**src/rtl/mips_pkg.sv**
```systemverilog
// Shared MIPS decode constants and register-read classification helpers
// used by the IF/ID buffer and its hazard detector.
package mips_pkg;

  localparam logic [5:0] OP_RTYPE = 6'b000000;
  localparam logic [5:0] OP_BEQ   = 6'b000100;
  localparam logic [5:0] OP_SW    = 6'b101011;
  localparam logic [5:0] OP_LW    = 6'b100011;
  localparam logic [5:0] OP_ADDI  = 6'b001000;
  localparam logic [5:0] OP_J     = 6'b000010;

  localparam logic [31:0] NOP_WORD = 32'h0000_0000;

  localparam int OP_HI = 31;
  localparam int OP_LO = 26;
  localparam int RS_HI = 25;
  localparam int RS_LO = 21;
  localparam int RT_HI = 20;
  localparam int RT_LO = 16;

  // Only two-source formats read rt; everything except j reads rs.
  function automatic logic op_reads_rt(input logic [5:0] op);
    logic r;
    case (op)
      OP_RTYPE, OP_BEQ, OP_SW: r = 1'b1;
      default:                 r = 1'b0;
    endcase
    return r;
  endfunction

  function automatic logic op_reads_rs(input logic [5:0] op);
    logic r;
    case (op)
      OP_J:    r = 1'b0;
      default: r = 1'b1;
    endcase
    return r;
  endfunction

endpackage

```
**src/rtl/hazard_detect.sv**
```systemverilog
// Load-use hazard detector: flags when the instruction in ID reads the
// register that the load currently in EX is about to write.
module hazard_detect
  import mips_pkg::*;
#(
  parameter int WIDTH = 32
) (
  input  logic [WIDTH-1:0] id_instr,
  input  logic             id_valid,
  input  logic             idex_memRead,
  input  logic [4:0]       idex_rt,
  output logic             hazard
);

  logic [5:0] opcode_s;
  logic [4:0] rs_s;
  logic [4:0] rt_s;
  logic       rs_match_s;
  logic       rt_match_s;
  logic       unused_imm_s;

  assign unused_imm_s = ^id_instr[RT_LO-1:0];

  // Decode source fields and compare against the pending load destination.
  always_comb begin
    opcode_s   = id_instr[OP_HI:OP_LO];
    rs_s       = id_instr[RS_HI:RS_LO];
    rt_s       = id_instr[RT_HI:RT_LO];
    rs_match_s = op_reads_rs(opcode_s) & (rs_s == idex_rt);
    rt_match_s = op_reads_rt(opcode_s) & (rt_s == idex_rt);
    hazard     = id_valid & idex_memRead & (idex_rt != 5'd0) &
                 (rs_match_s | rt_match_s);
  end

endmodule

```
**src/rtl/if_id_hazard_buffer.sv**
```systemverilog
// IF/ID pipeline register with load-use stall, taken-branch squash and
// saturating stall/flush performance counters.
module if_id_hazard_buffer #(
  parameter int               WIDTH    = 32,
  parameter int               CNT_W    = 16,
  parameter logic [WIDTH-1:0] NOP_WORD = WIDTH'(mips_pkg::NOP_WORD)
) (
  input  logic             clk,
  input  logic             reset,
  input  logic [WIDTH-1:0] if_instr,
  input  logic [WIDTH-1:0] if_add_pc,
  input  logic             idex_memRead,
  input  logic [4:0]       idex_rt,
  input  logic             branch_taken,
  output logic [WIDTH-1:0] id_instr,
  output logic [WIDTH-1:0] id_add_pc,
  output logic             id_valid,
  output logic             pc_write,
  output logic             ctrl_bubble,
  output logic [CNT_W-1:0] stall_cnt,
  output logic [CNT_W-1:0] flush_cnt
);

  localparam logic [CNT_W-1:0] CNT_MAX = {CNT_W{1'b1}};

  logic [WIDTH-1:0] id_instr_r;
  logic [WIDTH-1:0] id_add_pc_r;
  logic             id_valid_r;
  logic [CNT_W-1:0] stall_cnt_r;
  logic [CNT_W-1:0] flush_cnt_r;
  logic             hazard_s;
  logic             stall_s;

  hazard_detect #(.WIDTH(WIDTH)) u_hazard_detect (
    .id_instr     (id_instr_r),
    .id_valid     (id_valid_r),
    .idex_memRead (idex_memRead),
    .idex_rt      (idex_rt),
    .hazard       (hazard_s)
  );

  // A taken branch overrides any stall request in the same cycle.
  assign stall_s = hazard_s & ~branch_taken;

  // Pipeline register: reset > flush > stall > load.
  always_ff @(posedge clk) begin
    if (reset) begin
      id_instr_r  <= NOP_WORD;
      id_add_pc_r <= {WIDTH{1'b0}};
      id_valid_r  <= 1'b0;
    end else if (branch_taken) begin
      id_instr_r  <= NOP_WORD;
      id_add_pc_r <= if_add_pc;
      id_valid_r  <= 1'b0;
    end else if (stall_s) begin
      id_instr_r  <= id_instr_r;
      id_add_pc_r <= id_add_pc_r;
      id_valid_r  <= id_valid_r;
    end else begin
      id_instr_r  <= if_instr;
      id_add_pc_r <= if_add_pc;
      id_valid_r  <= 1'b1;
    end
  end

  // Saturating performance counters, cleared only by reset.
  always_ff @(posedge clk) begin
    if (reset) begin
      stall_cnt_r <= {CNT_W{1'b0}};
      flush_cnt_r <= {CNT_W{1'b0}};
    end else begin
      if (stall_s && (stall_cnt_r != CNT_MAX)) begin
        stall_cnt_r <= stall_cnt_r + CNT_W'(1);
      end
      if (branch_taken && (flush_cnt_r != CNT_MAX)) begin
        flush_cnt_r <= flush_cnt_r + CNT_W'(1);
      end
    end
  end

  // Fetch/decode control derived from registered state and EX feedback only.
  always_comb begin
    pc_write    = ~hazard_s | branch_taken;
    ctrl_bubble = hazard_s | ~id_valid_r | branch_taken;
  end

  assign id_instr  = id_instr_r;
  assign id_add_pc = id_add_pc_r;
  assign id_valid  = id_valid_r;
  assign stall_cnt = stall_cnt_r;
  assign flush_cnt = flush_cnt_r;

endmodule

```
**config.mk**
```make
export PLATFORM = sky130hd
export DESIGN_NAME = if_id_hazard_buffer
export DESIGN_NICKNAME = d
export VERILOG_FILES = /design/src/rtl/mips_pkg.sv /design/src/rtl/hazard_detect.sv /design/src/rtl/if_id_hazard_buffer.sv
export SDC_FILE = /design/constraint.sdc
export NUM_CORES = 1
export LEC_CHECK = 0
export CAP_MARGIN = 20
export CORE_MARGIN = 2
export CORE_UTILIZATION = 43
export CTS_CLUSTER_DIAMETER = 40
export DETAILED_ROUTE_END_ITERATION = 8
export HOLD_SLACK_MARGIN = 0.05
export PLACE_DENSITY = 0.81
export SKIP_LAST_GASP = 1
export SYNTH_ARGS = -nofsm -noshare
export SYNTH_HDL_FRONTEND = slang
export SYNTH_SLANG_ARGS = --single-unit
```
**constraint.sdc**
```tcl
create_clock -name clk -period 2.9 [get_ports clk]
set_input_delay 0.58 -clock clk [delete_from_list [all_inputs] [get_ports clk]]
set_output_delay 0.58 -clock clk [all_outputs]
set_load 0.1 [all_outputs]
```
* After elaboration in Yosys (flattened, before gate mapping)
Cells that the tools add are included.
** Cells by class
- $add $sub $neg :: 2
- Eq/ne operators :: 8
- Multiplexer cells :: 4
- Bitwise operators :: 13
- Reduce and logical (&&, ||, !) cells :: 6
** Operator list (number)
- $mux 32 :: 2
- $add 16x1->16 const B :: 2
- $ne 16x16->1 const B :: 2
- $eq 5x5->1 :: 2
- $and 1x1->1 :: 6
- $eq 6x2->1 const B :: 1
- $eq 6x3->1 const B :: 1
- $eq 6x6->1 const B :: 1
- $logic_not 6->1 :: 1
- $reduce_bool 5->1 :: 1
- $or 1x1->1 :: 4
- $not 1->1 :: 3
- $reduce_or 3->1 :: 1
- $logic_and 1x1->1 :: 2
- $mux 1 :: 2
- $ne 2x2->1 const B :: 1
- $reduce_or 2->1 :: 1
** Word-level totals
- Register bits after elaboration :: 97
- Input bits :: 73
- Output and inout port bits :: 99
- Logic and storage cells :: 38

* Longest topological paths before layout
- Depth in word-level cells :: 9
- Gate-level depth with buffers :: 9
- Gate-level depth less buffers :: 7

* Hierarchy
From an unflattened synthesis, not the netlist that was laid out.
** Unflattened totals
- Cell total of the unflattened synthesis :: 460
- Area total of the unflattened synthesis :: 4050.1 um^2
** Modules (own cells, without submodules)
- if_id_hazard_buffer :: times used 1, cells an instance 438, area an instance 3873.7 um^2
- hazard_detect :: times used 1, cells an instance 22, area an instance 176.4 um^2

* Worst setup path before layout
Ideal clock, no wire load.
- Kind :: flip-flop to output port
- Start :: reg id_instr_r[31], in the netlist id_instr[31]
- End :: out ctrl_bubble
- Arrival :: 3015 ps
- Data required time :: 2320 ps
- Setup slack :: -695 ps
- Cell stages (with the launch flop) :: 8
- Path buffers :: 2
- Path through :: dfxtp_1 > or3_1 > o311ai_0 > or4_1 > clkbuf_1 > o21a_2 > buf_4 > nand3b_1
** Between the ends
- Longest elaborated chain between the ends :: 8
- Elaborated cells between the ends (all ways) :: 13
- Classes of those cells :: eq/ne (3); mux (2); bitwise (6); reduce/logical (2)
** RTL lines
- from (decl) :: RTL line if_id_hazard_buffer.sv:26 : logic [WIDTH-1:0] id_instr_r;
- from (signal assigned) :: RTL line if_id_hazard_buffer.sv:56 : id_instr_r <= id_instr_r;
- from (signal assigned) :: RTL line if_id_hazard_buffer.sv:60 : id_instr_r <= if_instr;
- $eq 6x3->1, or another cell as far along :: RTL line mips_pkg.sv:24 : case (op)
- $reduce_or 3->1 :: RTL line mips_pkg.sv:24
- $mux 1 :: RTL line mips_pkg.sv:24
- $and 1x1->1 :: RTL line hazard_detect.sv:30 : rt_match_s = op_reads_rt(opcode_s) & (rt_s == idex_rt);
- $or 1x1->1 (*) :: RTL line hazard_detect.sv:32 : (rs_match_s | rt_match_s);
- $and 1x1->1 (*) :: RTL line hazard_detect.sv:31 : hazard = id_valid & idex_memRead & (idex_rt != 5'd0) &
- $or 1x1->1 (*) (2 in a row) :: RTL line if_id_hazard_buffer.sv:84 : ctrl_bubble = hazard_s | ~id_valid_r | branch_taken;
- to (decl) :: RTL line if_id_hazard_buffer.sv:19 : output logic ctrl_bubble,
Every way passes the cells marked *; elsewhere a longest branch is shown, timed or not.

* Final worst setup path
- Start :: reg id_instr_r[29], in the netlist id_instr[29]
- End :: out ctrl_bubble
Same word-level chain as after synthesis.

==> metrics.log <==
[metrics] post-synthesis sequential area ratio: a little under half
[metrics] maximum clock frequency: 344 MHz
[metrics] Cell variety after synth: 45
[metrics] antenna violations before repair: 0
[metrics] top-level I/O count: approximately 170
[metrics] die width: roughly 100 um
[metrics] Clock Root Buffer: clkbuf_8
[metrics] worst hold path class: reg2reg
[metrics] Antenna Nets Post-Route: 0
[metrics] floorplan die area: 10,200 um^2
[metrics] top fanout value on the critical path: 2
[metrics] DRT Pass-1 Iters: 5
[metrics] arrival time worst endpoint: about 2.3 ns
[metrics] Worst-Margin Slew: ~0.87 ns
[metrics] Syn Area/Cell: 8.70 um^2
[metrics] routability congestion estimate from global placement: around 0.84
[metrics] final HPWL from detailed placement: approximately 8 mm
[metrics] signed area change from the synthesized netlist to the final layout: 48.7%
[metrics] Worst R2R Setup Slack: about 0.21 ns
[metrics] count of unresolved DRC violations after routing: 0
[metrics] number of standard-cell rows in the floorplan: 35
[metrics] Max Root-Sink Buffers: 2
[metrics] most instantiated flip-flop cell in the synthesis netlist: dfxtp_1
[metrics] violated checks: negative setup slack
[metrics] internal power component: around 0.0020 W
[metrics] Combinational Power Share: a little over a fifth
[metrics] power density cells: roughly 500 nW/um^2
[metrics] Lkg Pwr: approximately 2.4 nW
[metrics] Net Sw Power: ~0.00098 W
[metrics] H-tree levels: 3
[metrics] number of flip-flops and latches in the synthesized netlist: 97
[metrics] pin count of the biggest net entering global routing: slightly below 70
[metrics] area inside the core boundary: between 9000 and 10,000 um^2
[metrics] startpoint type of the worst setup path: flip-flop
[metrics] number of nets produced by synthesis: 540
[metrics] number of global-route vias before repair: 3,894
[metrics] clock network fraction of total power: 30.6%
[metrics] data required time at the worst endpoint: roughly 2.3 ns
[metrics] fraction of registers with async set/reset: 0%
[metrics] VDD IR-drop max: roughly 300 uV
[metrics] clock-pin slew on the worst setup and hold paths: roughly 0.1 ns
[metrics] final hold viol count: 0
[metrics] All-Layer GR Usage: 21.4%
[metrics] Buf/Inv on CP: 1
[metrics] fin. max-slew vios: 0
[metrics] Setup crit end kind: primary output
[metrics] Via density: roughly 5.2
[metrics] Cell Area, Synth: 4050 um^2
[metrics] Worst Slack Setup Final: -0.00728 ns
[metrics] Yosys warning count: 0
[metrics] total grt overflow: 0
[metrics] number of clock sinks: 97
[metrics] via count of the routed design: roughly 4,000
[metrics] outcome: complete, but fails checks
[metrics] critical-path cell list: or3_4 -> o22a_1 -> or4b_4 -> o21a_4 -> nand3b_1 -> buf_12
[metrics] final clock period utilization by the worst path: 100%
[metrics] share of final-layout standard cells stronger than drive strength 1: about a quarter
[metrics] TritonCTS clock tree: yes
[metrics] die height: around 100 um
[metrics] number of synthesized flops with an enable pin: 0
[metrics] insertion delay of the later-clocked pin in the worst-skew pair: 0.37 ns
[metrics] wire length of the first global-routing pass: roughly 18 mm
[metrics] proportion of power drawn by flip-flops and latches: a little under half
[metrics] Detailed Route WL: around 11 mm
[metrics] cell taking the most area after synthesis: dfxtp_1
[metrics] Core Util, Final: roughly 65%
[metrics] clock buffer count from CTS: 9
[metrics] final sum of negative setup slack: -0.00728 ns
[metrics] worst stage delay on the critical path: about 0.53 ns
[metrics] type of the worst setup path: reg2out
[metrics] Rel. slew slack: 40.9%
[metrics] kind of cell adding the most delay to the critical path: simple AND/OR/NAND/NOR gates
[metrics] worst clock skew: 0.0148 ns
[metrics] setup repair after global routing missed its margin: true
[metrics] post-route minimum period: roughly 2.9 ns
[metrics] library cell contributing the largest single delay on the critical path: or4b_4
[metrics] I/O Buffers: between 150 and 200
[metrics] # hold bufs at CTS: 0
[metrics] Wirelength per Cell: roughly 14 um
[metrics] max capacitance violation total: 0
[metrics] synth top area cells: dfxtp_1 (48%), mux2i_1 (8.2%), nand2_1 (7.2%)
[metrics] DRC marker count from the first detailed-route iteration: approximately 130
[metrics] number of nets in the final layout: around 720
[metrics] top cell type's share of synthesized area: 48.0%
[metrics] initial cell density of the core: between 40 and 50%
[metrics] number of standard cells after synthesis: roughly 470
[metrics] Setup Viol. Count Final: 1
[metrics] Sw Ratio: between 30 and 40%
[metrics] Diodes inserted: 0
[cell usage after synthesis, types with 3 or more instances]
master / count
a21oi_1: 46
and3_1: 4
and4_1: 4
buf_2: 4
buf_4: 3
clkbuf_1: 16
dfxtp_1: 97
mux2i_1: 33
nand2_1: 78
nand3_1: 15
nand3b_1: 4
nand4_1: 9
nor2_1: 61
nor2b_1: 3
nor3_1: 7
nor4_1: 3
o21ai_0: 9
o31ai_1: 3
o41ai_1: 4
or3_1: 7
or4_1: 4
xnor2_1: 10
xor2_1: 12
[per-stage QoR]
step	total power (W)	area, um^2	instances	hold slack (ns)	setup slack, ns
floorplan	0.00187	4090	465	0.675	-0.303
global placement	0.00207	5770	740	0.442	-0.0972
detailed placement	0.00208	5770	740	0.449	-0.145
CTS	0.00299	6010	761	0.465	-0.0157
global route	0.00307	6020	762	0.492	-0.0743
finish	0.00296	6020	762	0.461	-0.00728
[power groups by stage]
stage | clock network, W | logic [W] | registers (W)
after floorplan | 0 | 0.0000981 | 0.00177
after global placement | 0 | 0.000633 | 0.00144
after detailed placement | 0 | 0.000638 | 0.00144
after CTS | 0.000932 | 0.000645 | 0.00141
after global routing | 0.000983 | 0.000675 | 0.00142
final | 0.000905 | 0.000645 | 0.00141
[sequential cells by signal, indices dropped and copies added, names as in the netlist]
signal	flops
id_add_pc	32
id_instr	32
flush_cnt	16
stall_cnt	16
id_valid	1
[cell usage in the layout, fill, tap and decap left out, types with 10 or more instances in the layout]
cell,instances
nor2_1,61
xor2_1,12
dfxtp_2,12
a21oi_1,46
buf_4,120
mux2i_1,33
nand2_1,78
nand3_1,15
dfxtp_1,80
clkdlybuf4s50_1,66
xnor2_1,10
[per-layer routing]
layer	vias up	share of wire, %	wire length, um	global-route usage, %
li1	1966	-	-	-
met2	160	49	5350	38.6
met4	0	0.78	85	4.89
met1	1840	40	4390	23.6
met3	8	10	1140	8.53
met5	-	0	0	0
[tightest hold or removal path, cell delays in order, from the launching register on]
cell	delay, ns
dfxtp_1	0.32
nand2_1	0.05
a21oi_1	0.05
[worst paths after layout]
path / startpoint / cells past startpoint / to
worst min register to register: id_add_pc[21]$_SDFFE_PP0P_ / 2 / id_add_pc[21]$_SDFFE_PP0P_
worst max-delay path: id_instr[29]$_SDFFE_PP0N_ / 6 / ctrl_bubble
worst min-delay path: id_add_pc[21]$_SDFFE_PP0P_ / 2 / id_add_pc[21]$_SDFFE_PP0P_
worst max register to register: id_instr[29]$_SDFFE_PP0N_ / 8 / stall_cnt[7]$_SDFFE_PP0P_
[layout make-up]
cell class | count | area [um^2]
Multi-Input combinational cell | 340 | 2010
Inverter | 2 | 7.51
Clock inverter | 7 | 76.3
Sequential cell | 97 | 1980
Timing Repair Buffer | 196 | 1690
Tap cell | 111 | 139
Clock buffer | 9 | 124
Fill cell | 778 | 3180
[repair_timing]
item,in CTS,in global routing
resized for setup,8,0
endpoints found under the hold margin,0,0
pin swaps,3,1
setup buffers,5,1
endpoints found under the setup margin,2,1
[cells by family after synthesis]
family	count (synthesis)	share of synthesized area, %
and+or+nand+nor	207	23.6
DFF	97	48.0
AOI/OAI and AO/OA	73	10.7
muxes	36	9.00
buffers and inverters	28	3.37
xor gates and xnor gates	22	4.76
adders and majority gates	2	0.618
No activity file was read; power rests on OpenSTA's default activity.
